[config.mk]
export PLATFORM = sky130hd
export DESIGN_NAME = sub_serial32
export DESIGN_NICKNAME = d
export VERILOG_FILES = /design/src/rtl/sub_serial32.sv
export SDC_FILE = /design/constraint.sdc
export NUM_CORES = 1
export LEC_CHECK = 0
export CORE_UTILIZATION = 40
export DETAILED_ROUTE_END_ITERATION = 6
export SKIP_CTS_REPAIR_TIMING = 1
export SLEW_MARGIN = 10
export SYNTH_ARGS = -nofsm -noshare
export SYNTH_HDL_FRONTEND = slang
export SYNTH_SLANG_ARGS = --single-unit
[constraint.sdc]
create_clock -name clk -period 3.23 [get_ports clk]
set_input_delay 0.4845 -clock clk [delete_from_list [all_inputs] [get_ports clk]]
set_output_delay 0.4845 -clock clk [all_outputs]
set_load 0.01 [all_outputs]
[src/rtl/sub_serial32.sv]
`default_nettype none
// ============================================================================
// Module   : sub_serial32
// Brief    : Digit-serial subtractor, a - b as a + ~b + 1, LSB slice first,
//            with borrow/overflow/zero/negative flags and valid/ready I/O.
// Revision : 1.0 - initial release
// ============================================================================
module sub_serial32 #(
    parameter int WIDTH = 32,
    parameter int DIGIT = 4
) (
    input  logic             clk,
    input  logic             rst_n,
    input  logic             in_valid,
    output logic             in_ready,
    input  logic [WIDTH-1:0] a,
    input  logic [WIDTH-1:0] b,
    output logic             out_valid,
    input  logic             out_ready,
    output logic [WIDTH-1:0] diff,
    output logic             borrow,
    output logic             overflow,
    output logic             zero,
    output logic             negative,
    output logic             busy
);

    localparam int NSLICE = WIDTH / DIGIT;
    localparam int CW     = (NSLICE > 1) ? $clog2(NSLICE) : 1;
    localparam logic [CW-1:0] C_LAST = CW'(NSLICE - 1);

    typedef enum logic [1:0] {
        S_IDLE = 2'd0,
        S_RUN  = 2'd1,
        S_DONE = 2'd2
    } state_t;

    state_t           r_state;
    logic [CW-1:0]    r_k;
    logic [WIDTH-1:0] r_a;
    logic [WIDTH-1:0] r_b;
    logic [WIDTH-1:0] r_acc;
    logic             r_carry;
    logic             r_a_msb;
    logic             r_b_msb;
    logic [WIDTH-1:0] r_diff;
    logic             r_borrow;
    logic             r_overflow;
    logic             r_zero;
    logic             r_negative;

    logic [DIGIT:0]   w_slice;
    logic [WIDTH-1:0] w_acc_next;

    // Operands shift right each cycle so the active slice is always the low
    // digit; results enter the accumulator from the top and land in place
    // after NSLICE cycles.
    assign w_slice    = {1'b0, r_a[DIGIT-1:0]} + {1'b0, ~r_b[DIGIT-1:0]}
                      + {{DIGIT{1'b0}}, r_carry};
    assign w_acc_next = WIDTH'({w_slice[DIGIT-1:0], r_acc} >> DIGIT);

    always_ff @(posedge clk) begin
        if (!rst_n) begin
            r_state    <= S_IDLE;
            r_k        <= '0;
            r_a        <= '0;
            r_b        <= '0;
            r_acc      <= '0;
            r_carry    <= 1'b0;
            r_a_msb    <= 1'b0;
            r_b_msb    <= 1'b0;
            r_diff     <= '0;
            r_borrow   <= 1'b0;
            r_overflow <= 1'b0;
            r_zero     <= 1'b0;
            r_negative <= 1'b0;
        end else begin
            case (r_state)
                S_IDLE: begin
                    if (in_valid) begin
                        r_a     <= a;
                        r_b     <= b;
                        r_a_msb <= a[WIDTH-1];
                        r_b_msb <= b[WIDTH-1];
                        r_k     <= '0;
                        r_carry <= 1'b1;
                        r_state <= S_RUN;
                    end
                end
                S_RUN: begin
                    r_acc   <= w_acc_next;
                    r_carry <= w_slice[DIGIT];
                    r_a     <= r_a >> DIGIT;
                    r_b     <= r_b >> DIGIT;
                    r_k     <= r_k + 1'b1;
                    if (r_k == C_LAST) begin
                        r_diff     <= w_acc_next;
                        r_borrow   <= ~w_slice[DIGIT];
                        r_overflow <= (r_a_msb ^ r_b_msb) & (r_a_msb ^ w_acc_next[WIDTH-1]);
                        r_zero     <= ~|w_acc_next;
                        r_negative <= w_acc_next[WIDTH-1];
                        r_state    <= S_DONE;
                    end
                end
                S_DONE: begin
                    if (out_ready) begin
                        r_state <= S_IDLE;
                    end
                end
                default: r_state <= S_IDLE;
            endcase
        end
    end

    assign in_ready  = (r_state == S_IDLE);
    assign out_valid = (r_state == S_DONE);
    assign busy      = (r_state != S_IDLE);
    assign diff      = r_diff;
    assign borrow    = r_borrow;
    assign overflow  = r_overflow;
    assign zero      = r_zero;
    assign negative  = r_negative;

endmodule
`default_nettype wire

==> results.sh <==
export IMPL_outcome="complete, but fails checks"
export IMPL_violations="DRC"
export IMPL_viasPerCell=5.09
export IMPL_synth_mux_area_share_pct=0
export IMPL_grt_start_max_net_pins=144
export IMPL_antenna_found_initial=0
export IMPL_power_frac_seq_pct=45.7
export IMPL_ys_types=33
export IMPL_drtIter0Drc=382
export IMPL_clkSinkCount=135
export IMPL_avgRoutedWirePerCell_um=13.8
export IMPL_n_antenna_cell=0
export IMPL_fmax_mhz=412
export IMPL_clockPowerShare_pct=42.5
export IMPL_cp_arrival_ns=2.77
export IMPL_ys_warn_count=0
export IMPL_critPathBufInv=1
export IMPL_drc=6
export IMPL_area_growth_pct=30.9
export IMPL_dieArea_mm2=0.0140
export IMPL_setup_viol=0
export IMPL_leakage_nw=2.54
export IMPL_p_per_area_mw_per_mm2=562
export IMPL_portBuffers=106
export IMPL_rows=42
export IMPL_routed_wl_mm=13.1
export IMPL_synth_top_area_share_pct=50.1
export IMPL_slowest_stage="fa_1"
export IMPL_multi_input_area_mm2=0.00242
export IMPL_die_w_um=118
export IMPL_startpoint="r_a[0]"
export IMPL_intPower_mw=3.00
export IMPL_yosys_area_top_type="dfxtp_1"
export IMPL_synth_xor_xnor_area_share_pct=0.162
export IMPL_seqCellArea_mm2=0.00270
export IMPL_crit_path_frequent_cell="fa_1"
export IMPL_fp_dieH_um=118
export IMPL_hold_viol_final=0
export IMPL_synth_top_family_by_area="simple AND/OR/NAND/NOR gates"
export IMPL_grt_first_pass_wirelength_mm=21.8
export IMPL_synth_simple_area_share_pct=25.3
export IMPL_initial_core_util_pct=40.9
export IMPL_final_fill_count=1277
export IMPL_ant_nets=0
export IMPL_tns_ns=0
export IMPL_synth_edf_count=0
export IMPL_first_pass_iters=7
export IMPL_cp_top_family="adder cells"
export IMPL_finClkSkew_ns=0.00477
export IMPL_max_slew_margin_pct=28.4
export IMPL_netSwitchingPower_mw=0.970
export IMPL_worst_slew_pin_slew_ns=1.07
export IMPL_async_reset_ff_share_pct=0
export IMPL_hp_class="flip-flop to flip-flop"
export IMPL_clk_pin_slew_ns=0.05
export IMPL_hold_worst_slack_ns=0.452
export IMPL_cts_buffers=17
export IMPL_root_buffer="clkbuf_16"
export IMPL_grt_setup_unrepaired="false"
export IMPL_syn_inst=691
export IMPL_min_from="diff[0]"
export IMPL_grt_use_total_pct=19.5
export IMPL_finalPower_mw=3.97
export IMPL_drive_above_1_share_pct=5.03
export IMPL_cp_slowest_stage_delay_ns=0.54
export IMPL_mappedNetlistArea_mm2=0.00540
export IMPL_gp_congestion=0.775
export IMPL_nets=841
export IMPL_critical_path_class="flip-flop to flip-flop"
export IMPL_cp_end_kind="flip-flop"
export IMPL_htreeDepth=4
export IMPL_ir_worst_vdd_v=0.000302
export IMPL_crit_chain="inv_1, fa_1, fa_1, nor4b_1, nand4_1, or4_1, o21ai_1"
export IMPL_synth_most_common_cell="nand2_1"
export IMPL_rr_startpoint="r_a[0]"
export IMPL_syn_nets=766
export IMPL_combinationalPowerShare_pct=11.7
export IMPL_yosysSeqAreaShare_pct=50.1
export IMPL_cp_start_kind="flip-flop"
export IMPL_post_synth_cell_area_avg_um2=7.81
export IMPL_cap_violations=0
export IMPL_cts_tree="done"
export IMPL_drv_slew=0
export IMPL_post_dp_hpwl_mm=8.45
export IMPL_pin_count=107
export IMPL_path_max_fanout=3
export IMPL_first_global_vias=4511
export IMPL_yosys_most_used_dff="dfxtp_1"
export IMPL_core_area_mm2=0.0132
export IMPL_synth_compound_area_share_pct=17.2
export IMPL_vias=4839
export IMPL_cp_required_ns=3.57
export IMPL_overflow=0
export IMPL_synthAdderAreaFrac_pct=1.90
export IMPL_worstSkewPairLatency_ns=0.41
export IMPL_swShare_pct=24.4
export IMPL_fin_crit_ns=2.43
export IMPL_ctsLongestPathBuffers=2
export IMPL_netlist_top_cells_count="231 x nand2_1, 135 x dfxtp_1, 72 x nor2_1, 71 x a21oi_1, 52 x a311oi_1"
export IMPL_ys_ff_latch=135
export IMPL_synthTopCellsByArea="dfxtp_1 50%, nand2_1 16%, a311oi_1 8.4%"
export IMPL_finalCritPeriodShare_pct=75.2
==> power by group through the flow <==
stage	Sequential [mW]	Clock (mW)	Combinational (mW)
after CTS	1.81	1.72	0.470
after detailed placement	1.85	0	0.469
final	1.82	1.69	0.467
after global routing	1.82	1.80	0.521
after floorplan	1.83	0	0.305
after global placement	1.85	0	0.461
==> kinds of logic after synthesis <==
family / Yosys count
compound gates: 140
xor+xnor: 1
fa+ha+maj: 7
buf+inv: 67
flops: 135
simple gates: 341
==> path summary, 6_finish.rpt <==
kind / endpoint / slack, ns / cells after the start
max: zero / 0.80 / 7
min: diff[0] / 0.45 / 2
max reg2reg: zero / 0.80 / 7
min reg2reg: diff[0] / 0.45 / 2
==> layout by cell type (no fill, tap or decap), types with 2 or more instances in the layout <==
cell type / instances
clkbuf_1: 2
o21ai_0: 3
buf_12: 4
clkbuf_16: 17
buf_4: 3
dfxtp_1: 135
nand4_1: 2
a211oi_1: 9
clkinv_2: 6
nor2_1: 72
nor3_1: 7
nand2_1: 230
a311oi_1: 52
a21o_1: 2
a21oi_1: 71
fa_1: 2
nor4_1: 5
inv_1: 9
clkdlybuf4s50_1: 106
nand3_1: 12
nor2b_1: 2
clkbuf_8: 4
ha_1: 5
==> area by class of cell <==
type | instances | share of cell area, %
flip-flops and latches | 135 | 38.3
multi-input cells | 489 | 34.3
repair buffers | 113 | 16.5
clock buffers | 23 | 6.91
well taps | 176 | 3.12
inverters | 10 | 0.549
clock inverters | 5 | 0.354
==> per-layer routing <==
layer  GRT usage (%)  vias to the layer above  share of wire [%]
li1                -                     2482                  -
met3            4.34                       17                3.6
met4            7.61                        0                1.6
met1            25.7                     2236                 47
met2            30.9                      104                 48
met5               0                        -                  0
==> registers in the layout, summed over array words and instances (netlist names), 2 cells and up <==
signal	cells
r_b	32
r_acc	28
r_a	32
r_k	3
r_state	2
diff	32
==> worst register-to-register path, stage by stage (launching register included) <==
cell and delay [ns]:
dfxtp_1 0.30, inv_1 0.06, fa_1 0.45, fa_1 0.54
nor4b_1 0.27, nand4_1 0.14, or4_1 0.47, o21ai_1 0.13
==> through the flow <==
step / util (%) / instance area [um^2] / cells / worst slack (ns)
2_1_floorplan: - / 5400 / 691 / 0.976
3_3_place_gp: 49.7 / 6550 / 923 / 0.880
3_5_place_dp: 49.7 / 6550 / 923 / 0.819
4_1_cts: 53.5 / 7060 / 951 / 0.796
5_1_grt: 53.5 / 7060 / 951 / 0.675
6_report: 53.5 / 7060 / 951 / 0.801
Note: power is estimated with default switching activity, not from simulation.
